[src/rtl/fc_pkg.sv]
// Shared types and defaults for the fully-connected layer controller and its MAC unit.
package fc_pkg;

   typedef enum logic [2:0] {
      ST_IDLE      = 3'd0,
      ST_INIT      = 3'd1,
      ST_INIT_WAIT = 3'd2,
      ST_RUN       = 3'd3,
      ST_DRAIN     = 3'd4
   } fc_state_e;

   localparam int FC_DW      = 8;
   localparam int FC_ADDR_DW = 5;
   localparam int FC_N_IN    = 8;
   localparam int FC_N_OUT   = 4;
   localparam int FC_ACT_AW  = 3;
   localparam int FC_ACC_DW  = 20;
   localparam int FC_OUT_AW  = 2;

   function automatic int fc_clog2(input int value);
      int r;
      r = 0;
      while ((1 << r) < value) r++;
      return r;
   endfunction

endpackage

[src/rtl/fc_mac_unit.sv]
// Signed multiply-accumulate stage with first/last/index flags and a registered result port.
// Build with FC_RELU_EN defined to clamp negative results to zero before the output register.
module fc_mac_unit
   import fc_pkg::*;
#(
   parameter int DW     = FC_DW,
   parameter int ACC_DW = FC_ACC_DW,
   parameter int OUT_AW = FC_OUT_AW,
   parameter int N_OUT  = FC_N_OUT
) (
   input  logic              clk,
   input  logic              rst_n,
   input  logic              issue_en,
   input  logic              issue_first,
   input  logic              issue_last,
   input  logic [OUT_AW-1:0] issue_idx,
   input  logic [DW-1:0]     rom_dout,
   input  logic [DW-1:0]     act_data,
   output logic              final_pending,
   output logic              out_valid,
   output logic [OUT_AW-1:0] out_idx,
   output logic [ACC_DW-1:0] out_data
);

   logic                     v1;
   logic                     first1;
   logic                     last1;
   logic [OUT_AW-1:0]        idx1;
   logic signed [ACC_DW-1:0] acc;

   logic signed [2*DW-1:0]   w_ext;
   logic signed [2*DW-1:0]   a_ext;
   logic signed [2*DW-1:0]   prod;
   logic signed [ACC_DW-1:0] prod_ext;
   logic signed [ACC_DW-1:0] acc_next;
   logic signed [ACC_DW-1:0] result;

   // Operands are widened before the multiply so the full 2*DW signed product is kept.
   always_comb begin
      w_ext    = {{DW{rom_dout[DW-1]}}, rom_dout};
      a_ext    = {{DW{act_data[DW-1]}}, act_data};
      prod     = w_ext * a_ext;
      prod_ext = ACC_DW'(prod);
      acc_next = first1 ? prod_ext : acc + prod_ext;
`ifdef FC_RELU_EN
      result   = acc_next[ACC_DW-1] ? '0 : acc_next;
`else
      result   = acc_next;
`endif
   end

   assign final_pending = v1 && last1 && (idx1 == OUT_AW'(N_OUT - 1));

   always_ff @(posedge clk or negedge rst_n) begin
      if (!rst_n) begin
         v1        <= 1'b0;
         first1    <= 1'b0;
         last1     <= 1'b0;
         idx1      <= '0;
         acc       <= '0;
         out_valid <= 1'b0;
         out_idx   <= '0;
         out_data  <= '0;
      end else begin
         v1        <= issue_en;
         first1    <= issue_first;
         last1     <= issue_last;
         idx1      <= issue_idx;
         out_valid <= v1 && last1;
         if (v1) acc <= acc_next;
         if (v1 && last1) begin
            out_data <= result;
            out_idx  <= idx1;
         end
      end
   end

endmodule

[src/rtl/fc_layer_ctrl.sv]
// Sequences FC weight ROM initialisation, then streams weights/activations into the MAC unit.
// Optional FC_RELU_EN (see fc_mac_unit) clamps each neuron result at zero.
module fc_layer_ctrl
   import fc_pkg::*;
#(
   parameter int DW      = FC_DW,
   parameter int ADDR_DW = FC_ADDR_DW,
   parameter int N_IN    = FC_N_IN,
   parameter int N_OUT   = FC_N_OUT,
   parameter int ACT_AW  = FC_ACT_AW,
   parameter int ACC_DW  = FC_ACC_DW,
   parameter int OUT_AW  = FC_OUT_AW
) (
   input  logic               clk,
   input  logic               rst_n,
   input  logic               start,
   output logic               busy,
   output logic               done,
   output logic               rom_initial_sig,
   input  logic               rom_init_ack,
   output logic               rom_RAenable,
   output logic [ADDR_DW-1:0] rom_addr,
   input  logic [DW-1:0]      rom_dout,
   output logic               act_rd_en,
   output logic [ACT_AW-1:0]  act_addr,
   input  logic [DW-1:0]      act_data,
   output logic               out_valid,
   output logic [OUT_AW-1:0]  out_idx,
   output logic [ACC_DW-1:0]  out_data
);

   fc_state_e         state;
   logic              init_done;
   logic [OUT_AW-1:0] o_cnt;
   logic              i_last;
   logic              o_last;
   logic              final_pending;

   // act_addr doubles as the input counter i; rom_addr simply counts o*N_IN+i.
   assign i_last = (act_addr == ACT_AW'(N_IN - 1));
   assign o_last = (o_cnt == OUT_AW'(N_OUT - 1));

   always_ff @(posedge clk or negedge rst_n) begin
      if (!rst_n) begin
         state           <= ST_IDLE;
         init_done       <= 1'b0;
         busy            <= 1'b0;
         done            <= 1'b0;
         rom_initial_sig <= 1'b0;
         rom_RAenable    <= 1'b0;
         act_rd_en       <= 1'b0;
         rom_addr        <= '0;
         act_addr        <= '0;
         o_cnt           <= '0;
      end else begin
         rom_initial_sig <= 1'b0;
         done            <= 1'b0;
         case (state)
            ST_IDLE: begin
               if (start) begin
                  busy <= 1'b1;
                  if (init_done) begin
                     state        <= ST_RUN;
                     rom_RAenable <= 1'b1;
                     act_rd_en    <= 1'b1;
                     rom_addr     <= '0;
                     act_addr     <= '0;
                     o_cnt        <= '0;
                  end else begin
                     state           <= ST_INIT;
                     rom_initial_sig <= 1'b1;
                  end
               end
            end
            ST_INIT: begin
               state <= ST_INIT_WAIT;
            end
            ST_INIT_WAIT: begin
               if (rom_init_ack) begin
                  init_done    <= 1'b1;
                  state        <= ST_RUN;
                  rom_RAenable <= 1'b1;
                  act_rd_en    <= 1'b1;
                  rom_addr     <= '0;
                  act_addr     <= '0;
                  o_cnt        <= '0;
               end
            end
            ST_RUN: begin
               if (i_last && o_last) begin
                  state        <= ST_DRAIN;
                  rom_RAenable <= 1'b0;
                  act_rd_en    <= 1'b0;
               end else begin
                  rom_addr <= rom_addr + ADDR_DW'(1);
                  if (i_last) begin
                     act_addr <= '0;
                     o_cnt    <= o_cnt + OUT_AW'(1);
                  end else begin
                     act_addr <= act_addr + ACT_AW'(1);
                  end
               end
            end
            ST_DRAIN: begin
               // done is raised to line up with the final out_valid, then IDLE follows.
               if (done) begin
                  state <= ST_IDLE;
                  busy  <= 1'b0;
               end else if (final_pending) begin
                  done <= 1'b1;
               end
            end
            default: state <= ST_IDLE;
         endcase
      end
   end

   fc_mac_unit #(
      .DW     (DW),
      .ACC_DW (ACC_DW),
      .OUT_AW (OUT_AW),
      .N_OUT  (N_OUT)
   ) u_mac (
      .clk           (clk),
      .rst_n         (rst_n),
      .issue_en      (rom_RAenable),
      .issue_first   (act_addr == '0),
      .issue_last    (i_last),
      .issue_idx     (o_cnt),
      .rom_dout      (rom_dout),
      .act_data      (act_data),
      .final_pending (final_pending),
      .out_valid     (out_valid),
      .out_idx       (out_idx),
      .out_data      (out_data)
   );

endmodule

[config.mk]
export PLATFORM = sky130hd
export DESIGN_NAME = fc_layer_ctrl
export DESIGN_NICKNAME = d
export VERILOG_FILES = /design/src/rtl/fc_pkg.sv /design/src/rtl/fc_mac_unit.sv /design/src/rtl/fc_layer_ctrl.sv
export SDC_FILE = /design/constraint.sdc
export NUM_CORES = 1
export LEC_CHECK = 0
export CAP_MARGIN = 5
export CORE_UTILIZATION = 25
export DETAILED_ROUTE_END_ITERATION = 7
export GPL_TIMING_DRIVEN = 0
export SKIP_CTS_REPAIR_TIMING = 1
export SLEW_MARGIN = 5
export SYNTH_ARGS = -nofsm -noshare
export SYNTH_HDL_FRONTEND = slang
export SYNTH_SLANG_ARGS = --single-unit
[constraint.sdc]
create_clock -name clk -period 3.27 [get_ports clk]
set_input_delay 0.4905 -clock clk [delete_from_list [all_inputs] [get_ports clk]]
set_output_delay 0.4905 -clock clk [all_outputs]
set_load 0.005 [all_outputs]
# --- After elaboration in Yosys (flattened, before gate mapping) ---
# Index checks and enable logic that the tools add are counted.
classes:
  n_mux: 38
  n_reduce_logical: 13
  n_eq_ne: 14
  n_addsub: 4
  n_mul: 1
ops:
  columns: ["op", "count"]
  rows:
  - ["$mux W3", 9]
  - ["$add A20 B16 Y20", 1]
  - ["$mux W20", 1]
  - ["$mux W5", 4]
  - ["$mul A8 B8 Y16", 1]
  - ["$pmux W3 S5", 1]
  - ["$pmux W5 S3", 1]
  - ["$ne A2 B2 Y1 const B", 7]
  - ["$mux W1", 12]
  - ["$mux W2", 6]
  - ["$reduce_and A5 Y1", 2]
  - ["$pmux W3 S3", 1]
  - ["$eq A3 B2 Y1 const B", 2]
  - ["$eq A3 B3 Y1 const B", 2]
  - ["$logic_not A3 Y1", 2]
  - ["$pmux W2 S3", 1]
  - ["$reduce_and A6 Y1", 1]
  - ["$add A5 B1 Y5 const B", 1]
  - ["$eq A2 B2 Y1 const B", 2]
  - ["$reduce_and A4 Y1", 1]
  - ["$add A3 B1 Y3 const B", 1]
  - ["$eq A3 B1 Y1 const B", 1]
  - ["$logic_and A1 B1 Y1", 3]
  - ["$pmux W1 S3", 1]
  - ["other kinds (6)", 6]
totals:
  regBits: 66
  word_cells: 87
  inputBits: 20
  out_inout_bits: 36

# --- Depth between registers and ports, before layout ---
# Gate-level depths: netlist of the first run.
depth:
  depth_word: 5
  mapped_depth: 25
  mapped_depth_nobuf: 24

# --- Modules after synthesis ---
# Synthesis of the first run repeated with hierarchy kept, for this count alone.
hier_totals:
  hier_cells: 676
  area_unflattened_um2: 6357.3
by_module_without_submodules:
  columns: ["module", "area_per_inst_um2", "n_inst", "seq_area_each_um2", "cells_each"]
  rows:
  - ["fc_mac_unit", 5356.4, 1, 1201.2, 583]
  - ["fc_layer_ctrl", 1001.0, 1, 450.4, 93]

# --- Least setup slack after synthesis of the first run ---
# OpenSTA, ideal clock, no wires.
synth_timing:
  path_type: "input to register"
  start: "input port act_data[3]"
  end: "register u_mac.acc[19]"
  cell_stages: 23
  path_buffers: 1
  arrival_time_ps: 5995
  setup_time_ps: 161
  slack_ps: -2886
  t_required_ps: 3109
  cell_sequence: "and2_1 -> fa_1 -> inv_1 -> fa_1 -> inv_1 -> fa_1 -> inv_1 -> fa_1 -> inv_1 -> ha_1 -> a21oi_1 -> nor2b_1 -> o21ai_1 -> a31oi_4 -> xnor2_2 -> ha_1 -> buf_2 -> a21o_1 -> a211oi_1 -> a32oi_2 -> mux2_1 -> nor2_1 -> a221oi_1"
synth_via:
  elab_chain_cells: 3
synth_rtl:
  columns: ["item", "line_no", "rtl"]
  rows:
  - ["from (decl)", "fc_layer_ctrl.sv:26", "input logic [DW-1:0] act_data,"]
  - ["$mul A8 B8 Y16 (*)", "fc_mac_unit.sv:42", "prod = w_ext * a_ext;"]
  - ["$add A20 B16 Y20", "fc_mac_unit.sv:44", "acc_next = first1 ? prod_ext : acc + prod_ext;"]
  - ["$mux W20 (*)", "fc_mac_unit.sv:44", null]
  - ["to (signal assigned)", "fc_mac_unit.sv:70", "if (v1) acc <= acc_next;"]
  - ["to (decl)", "fc_mac_unit.sv:29", "logic signed [ACC_DW-1:0] acc;"]
# Every way passes the cells marked *; elsewhere a longest branch is shown, timed or not.
# A chain may end at the register's enable or synchronous reset.

# --- Final worst setup path of the first run ---
layout_timing:
  start: "input port rom_dout[6]"
  end: "register u_mac.out_data[19]"
layout_via:
  elab_chain_cells: 3
layout_rtl:
  columns: ["item", "line_no", "rtl"]
  rows:
  - ["from (decl)", "fc_layer_ctrl.sv:23", "input logic [DW-1:0] rom_dout,"]
  - ["$mul A8 B8 Y16 (*)", "fc_mac_unit.sv:42", null]
  - ["$add A20 B16 Y20", "fc_mac_unit.sv:44", null]
  - ["$mux W20 (*)", "fc_mac_unit.sv:44", null]
  - ["to (signal assigned)", "fc_mac_unit.sv:72", "out_data <= result;"]
  - ["to (decl)", "fc_mac_unit.sv:22", "output logic [ACC_DW-1:0] out_data"]
# Marks and branches as above.

==> run metrics, run 1 <==
Top FF cell, synth dfrtp_1; crit-path max FO 7; die height 161 um; CP top delay family adder cells; clk sinks 66; Buf/Inv on CP 8; Post-Route WL 15700 um; die area 0.0258 mm2; Worst path slowest cell fa_1; wire per inst 14.2 um; Chip Width 161 um; Hold WC Path Type primary input to async pin; area of the multi-input gates 0.00485 mm2; routed vias/inst 4.56; Post-Synthesis Cells 687; Starting Density 25.7%; Syn Area/Cell 9.15 um2; Yosys Warn Count 0; clk buf depth 2; total track usage 12.3%; Setup WS post-layout -2410 ps; failing checks setup timing; Req. time, crit path 3520 ps; Post-DP Area 0.00751 mm2; DR DRC count 0; final count of hold timing violations 0; delay of the slowest cell on the worst path 560 ps; crit path time final 5680 ps; H-tree Lvls 3; root buffer cell clkbuf_16; EDFF count, synth 0; Slew @ Worst Pin 870 ps; initial antenna violation count 0; sequential area share after synthesis 26.3%; io pins 56; core area 0.0245 mm2; Post-synth top cells inv_1, nand2_1, dfrtp_1, fa_1, ha_1; DR iter-0 viols 225; GRT overflow 0; Synthesized Nets 819; Reg clk slew, reported paths 50 ps; Slew headroom 41.6%; Yosys reg bits 66; max_cap viols 0; CP startpoint kind primary input; Netlist Area Pre-Place 0.00629 mm2; Post-DRT Antenna Nets 0; hpwl dp 11800 um; largest net degree at the start of global routing 50; Final setup viols 30; latest clock arrival within the worst-skew pair 330 ps; crit path capture type register; biggest area consumer among synthesized cells dfrtp_1; final instance area 0.00846 mm2; sequential cell area 0.00165 mm2; Final GP Congestion 0.824; fin nets 908; vias in the first global route 5124; ANT cells 0; fmax 176 MHz; first-pass GRT wire length 25700 um; FFs w/ async S/R, synth 100%; CTS tree built; status complete, but fails checks; total CTS buffers 9; Syn-to-layout area delta 34.6%; layout cell share with drive strength beyond 1 23.2%; TNS Setup -53860 ps; Critical Path AT 5930 ps; first drt pass iteration count 4; Max Transition Viols Final 0; post-synth top area share 26.3%; detailed-route via count 5034; Port Buffers 55; Rows 57; Final period util 174%; Synth area leaders dfrtp_1, fa_1, ha_1, inv_1, and2_1; skew final 4.11 ps; library cells used by synthesis 60; FILL cells 2455; unrepaired setup endpoints after global routing yes; most numerous cell in the Yosys netlist inv_1; crit path kind primary input to register
==> metrics by stage <==
stage          cells  setup WS [ps]  util [%]  hold slack [ps]
2_1_floorplan    687          -2260         -              195
3_3_place_gp    1066          -3380      30.6              429
3_5_place_dp    1067          -3410      30.7              396
4_1_cts         1083          -3090      31.9             44.0
5_1_grt         1105          -2610      34.6             42.0
6_report        1105          -2410      34.6             40.7
==> worst reg2reg max path, delay by kind of cell, from the launching register on <==
kind | cells | cell delay, ps
adders and majority gates | 2 | 660
muxes | 1 | 120
DFF | 1 | 380
AOI/OAI and AO/OA | 6 | 1510
==> worst paths after layout <==
kind	from	end	slack (ps)	cells after the start
min reg2reg	o_cnt[1]	u_mac.idx1[1]	440	0
max in group asynchronous	rst_n	u_mac.acc[4]	2710	2
max	rom_dout[6]	u_mac.out_data[19]	-2410	25
max reg2reg	u_mac.acc[0]	u_mac.acc[16]	460	9
min in group clk	o_cnt[1]	u_mac.idx1[1]	440	0
min	rst_n	act_addr[0]	40	1
==> flip-flops by register name, indices dropped and copies added, names as in the netlist <==
| name | count |
|---|---|
| busy | 1 |
| u_mac.v1 | 1 |
| u_mac.out_idx | 2 |
| state | 3 |
| u_mac.last1 | 1 |
| done | 1 |
| u_mac.out_valid | 1 |
| act_rd_en | 1 |
| act_addr | 3 |
| u_mac.out_data | 20 |
| rom_addr | 5 |
| u_mac.idx1 | 2 |
| u_mac.acc | 20 |
| o_cnt | 2 |
| u_mac.first1 | 1 |
| init_done | 1 |
| rom_initial_sig | 1 |
==> routing by layer <==
layer  global-route usage (%)  part of all wire [%]  up-vias
met5                        0                     0        -
met4                     1.90                  0.65        0
met3                     2.32                   4.5        7
met2                     21.1                    50       92
met1                     16.1                    45     2486
li1                         -                     -     2449
==> cells by family after synthesis <==
group | Yosys count | synth area share (%)
simple gates | 204 | 16.0
compound gates | 143 | 14.6
flops | 66 | 26.3
buf+inv | 116 | 7.23
mux | 13 | 2.13
fa+ha+maj | 112 | 29.0
xor+xnor | 33 | 4.72
==> cells in the final DEF, fill, tap and decap left out, types with 12 or more instances in the layout <==
master and n:
buf_4 23, inv_1 86, nor2_1 45, clkbuf_1 12, and2_1 31, and2_4 16, clkdlybuf4s50_1 38, xnor2_1 16
ha_1 32, fa_1 51, dfrtp_1 66, inv_2 14, nand2_1 63, o21ai_0 21, a21oi_1 41, ha_4 20
o21ai_1 12
==> cell type report <==
class                           instances  area share (%)
Sequential cell                        66            19.5
Multi-Input combinational cell        506            57.3
Buffer                                 15           0.902
Timing Repair Buffer                   78            9.48
Clock buffer                           14            3.12
Tap cell                              324            4.79
Inverter                              100            4.44
Clock inverter                          2           0.414
Power of run 1 is left out: the tool's default activity adds up to more than one toggle a clock period on the data nets, which glitch-free logic cannot reach.
==> run 2: changes to the inputs <==
CORE_UTILIZATION = 45   (was 25)
HOLD_SLACK_MARGIN = 0.15   (was default)
RECOVER_POWER = 25   (was default)
==> run metrics, run 2 (same netlist as run 1, synthesis figures left out) <==
Critical Path AT 5800 ps; Reg clk slew, reported paths 50 ps; failing checks capacitance limit, slew limit, setup timing; fin nets 906; unrepaired setup endpoints after global routing yes; status complete, but fails checks; layout cell share with drive strength beyond 1 24.2%; detailed-route via count 5082; Rows 42; crit path time final 5600 ps; total track usage 22.1%; Worst R2R Path Depth 9; Most common cell on crit path fa_1; first-pass GRT wire length 25200 um; Hold Path Sink u_mac.idx1[1]; Chip Width 120 um; io pins 56; Worst path depth 25; die area 0.0144 mm2; Final period util 171%; Setup WS post-layout -2330 ps; hold_sp o_cnt[1]; Worst R2R Setup Slack 560 ps; CP startpoint kind primary input; Post-DRT Antenna Nets 0; delay of the slowest cell on the worst path 540 ps; ANT cells 0; Slew headroom -11.7%; vias in the first global route 5277; hpwl dp 11100 um; sequential cell area 0.00165 mm2; root buffer cell clkbuf_16; area of the multi-input gates 0.00486 mm2; clk sinks 66; final count of hold timing violations 0; Final setup viols 30; Worst path slowest cell fa_1; commonest non-fill, non-tap cells in the layout inv_1, dfrtp_1, nand2_1; GRT overflow 0; largest net degree at the start of global routing 67; biggest regs u_mac.acc (20), u_mac.out_data (20), rom_addr (5); first drt pass iteration count 4; cell count after placement 919; crit path capture type register; Buf/Inv on CP 7; crit path kind primary input to register; FILL cells 1159; max_cap viols 1; H-tree Lvls 3; commonest non-fill, non-tap cell in the layout inv_1; core area 0.0135 mm2; TNS Setup -51660 ps; Max Transition Viols Final 67; DR DRC count 0; non-filler instance count after layout 954; Hold Path Cell Cnt 0; reg2reg end u_mac.acc[18]; DR iter-0 viols 226; CP top delay family adder cells; wire per inst 15.6 um; latest clock arrival within the worst-skew pair 340 ps; Hold WC Path Type register to register; FF-to-FF Start u_mac.acc[0]; total CTS buffers 9; crit-path max FO 8; Starting Density 46.7%; fmax 179 MHz; Req. time, crit path 3470 ps; CTS tree built; Setup WS pre-CTS -3340 ps; Slew @ Worst Pin 1680 ps; Syn-to-layout area delta 31.0%; initial antenna violation count 0; clk buf depth 2; routed vias/inst 5.33; die height 120 um; Final GP Congestion 0.856; skew final 5.78 ps; Post-Route WL 14900 um; Port Buffers 55
-- run 2: changes by cell type in the layout (fill, tap and decap cells not counted), moves of 3 or more --
cell      previous run  this run
buf_6                5        12
a21oi_1             41        36
a21oi_2              8        13
buf_4               23        19
buf_8                5         1
clkbuf_4             2         5
nand2_2              4         1
-- run 2: worst reg2reg max path, delay by kind of cell, from the launching register on --
kind | cells | cell delay, ps
compound gates | 5 | 1270
fa+ha+maj | 2 | 670
simple gates | 2 | 260
flops | 1 | 380
-- run 2: final cells by class --
type                       count  area share, %
buffer                        15           1.00
sequential                    66           20.1
clock buffer                  13           3.28
tap                          176           2.67
clock inverter                 2          0.426
multi-input combinational    506           59.1
inverter                     100           4.56
timing repair buffer          76           8.92
-- run 2: routing by layer --
layer | GRT usage, % | vias to the layer above | share of wire (%)
met2 | 38.1 | 88 | 50
met4 | 6.09 | 0 | 1.7
met3 | 3.58 | 20 | 3.0
met1 | 28.6 | 2534 | 45
li1 | - | 2440 | -
met5 | 0 | - | 0
-- run 2: how the worst max path moves through the flow --
stage | end | slack (ps) | startpoint
6_report | u_mac.acc[19] | -2330 | rom_dout[7]
5_1_grt | u_mac.out_data[19] | -2590 | act_data[4]
4_1_cts | u_mac.acc[19] | -2990 | act_data[2]
3_5_place_dp | u_mac.acc[19] | -3340 | act_data[2]
3_3_place_gp | u_mac.out_data[19] | -3300 | act_data[2]
2_1_floorplan | u_mac.acc[19] | -2260 | rom_dout[7]
-- run 2: through the flow --
step | util (%) | hold WS (ps) | area (um2)
6_report | 61.2 | 458 | 8230
3_5_place_dp | 54.4 | 451 | 7320
4_1_cts | 56.7 | 171 | 7630
3_3_place_gp | 54.2 | 428 | 7300
2_1_floorplan | - | 195 | 6530
5_1_grt | 61.2 | 477 | 8230
Power of run 2 is left out for the same reason.
==> run 3: changes to the inputs <==
clock period = 6.6 ns   (was 3.27 ns; I/O delays follow)
==> run metrics, run 3 (same netlist as run 1, synthesis figures left out) <==
detailed-route via count 4959; Hold Path Cell Cnt 0; status complete, but fails checks; final instance area 0.00747 mm2; Reg clk slew, reported paths 50 ps; sequential cell area 0.00165 mm2; FILL cells 1282; wire per inst 14.6 um; Final period util 96.5%; core area 0.0135 mm2; total CTS buffers 9; first-pass GRT wire length 23500 um; largest net degree at the start of global routing 67; Worst R2R Path Depth 9; Post-DRT Antenna Nets 0; layout cell share with drive strength beyond 1 10.5%; commonest non-fill, non-tap cell in the layout inv_1; first drt pass iteration count 4; total track usage 20.6%; DR iter-0 viols 251; non-filler instance count after layout 941; TNS Setup 0 ps; Max Transition Viols Final 67; vias in the first global route 4951; biggest regs u_mac.acc (20), u_mac.out_data (20), rom_addr (5); area of the multi-input gates 0.00434 mm2; Slew headroom -129%; die area 0.0144 mm2; crit-path max FO 9; crit path time final 6370 ps; hpwl dp 11100 um; commonest non-fill, non-tap cells in the layout inv_1, nand2_1, dfrtp_1; reg2reg end u_mac.out_data[18]; unrepaired setup endpoints after global routing yes; Post-Route WL 13700 um; Syn-to-layout area delta 18.8%; clk buf depth 2; Slew @ Worst Pin 3440 ps; initial antenna violation count 0; routed vias/inst 5.27; H-tree Lvls 3; Chip Width 120 um; fin nets 892; final count of hold timing violations 0; Fin Hold WS 441 ps; Post-DP Area 0.00707 mm2; Hold WC Path Type register to register; latest clock arrival within the worst-skew pair 330 ps; Worst R2R Setup Slack 3860 ps; fmax 157 MHz; Critical Path AT 6610 ps; DR DRC count 0; crit path capture type register; CP startpoint kind primary input; root buffer cell clkbuf_16; Rows 42; FF-to-FF Start u_mac.acc[0]; ANT cells 0; Req. time, crit path 6840 ps; hold_sp act_rd_en; Final setup viols 0; clk sinks 66; Hold Path Sink u_mac.v1; Port Buffers 55; failing checks capacitance limit, slew limit; skew final 4.28 ps; crit path kind primary input to register; GRT overflow 0; max_cap viols 1; CTS tree built; die height 120 um; io pins 56; Starting Density 46.7%; Final GP Congestion 0.832; cell count after placement 918
==> run 3: cell types whose count changed in the layout (fill, tap and decap cells not counted), moves of 13 or more <==
cell / previous run / this run
ha_1: 32 / 53
ha_4: 20 / 2
inv_1: 85 / 99
inv_2: 15 / 1
a21oi_1: 36 / 49
==> run 3: worst max-delay path by stage <==
stage	from	end	slack [ps]	depth (start not counted)
finish	act_data[3]	u_mac.out_data[19]	230	24
global route	act_data[3]	u_mac.out_data[19]	-60	24
CTS	act_data[3]	u_mac.out_data[19]	-800	24
detailed placement	act_data[3]	u_mac.acc[19]	-1130	24
global placement	act_data[3]	u_mac.out_data[19]	-990	24
floorplan	act_data[3]	u_mac.acc[19]	90	23
==> run 3: layer usage <==
metal	share of wire (%)	wire (um)	track usage, %
met5	0	0	0
met4	0.71	97	4.30
met3	2.4	324	3.87
met2	48	6600	33.8
met1	49	6690	28.4
==> run 3: worst max-delay path, cell delays in order <==
cell and delay (ps):
clkbuf_2 170, and2_4 210, fa_2 600, inv_2 70, fa_1 530, inv_1 60
fa_1 530, inv_1 50, fa_1 530, inv_1 40, ha_1 340, a21oi_1 160
nor2b_1 70, o21ai_2 190, a31oi_4 140, xnor2_4 260, ha_1 280, buf_2 180
a21o_1 200, a211oi_2 280, a32oi_4 180, xnor2_1 160, and3_1 200, o31ai_2 200
==> run 3: cell type report <==
type                            count  share of cell area, %
Multi-Input combinational cell    505                   58.1
Sequential cell                    66                   22.1
Timing Repair Buffer               62                   7.22
Inverter                          100                   5.03
Clock buffer                       13                   3.35
Tap cell                          176                   2.95
Buffer                             16                   1.06
Clock inverter                      3                  0.201
==> run 3: through the flow <==
stage	utilization [%]	setup slack [ps]
2_1_floorplan	-	85.5
3_3_place_gp	52.5	-989
3_5_place_dp	52.5	-1130
4_1_cts	54.5	-799
5_1_grt	55.5	-56.9
6_report	55.5	229
Power of run 3 is left out for the same reason.
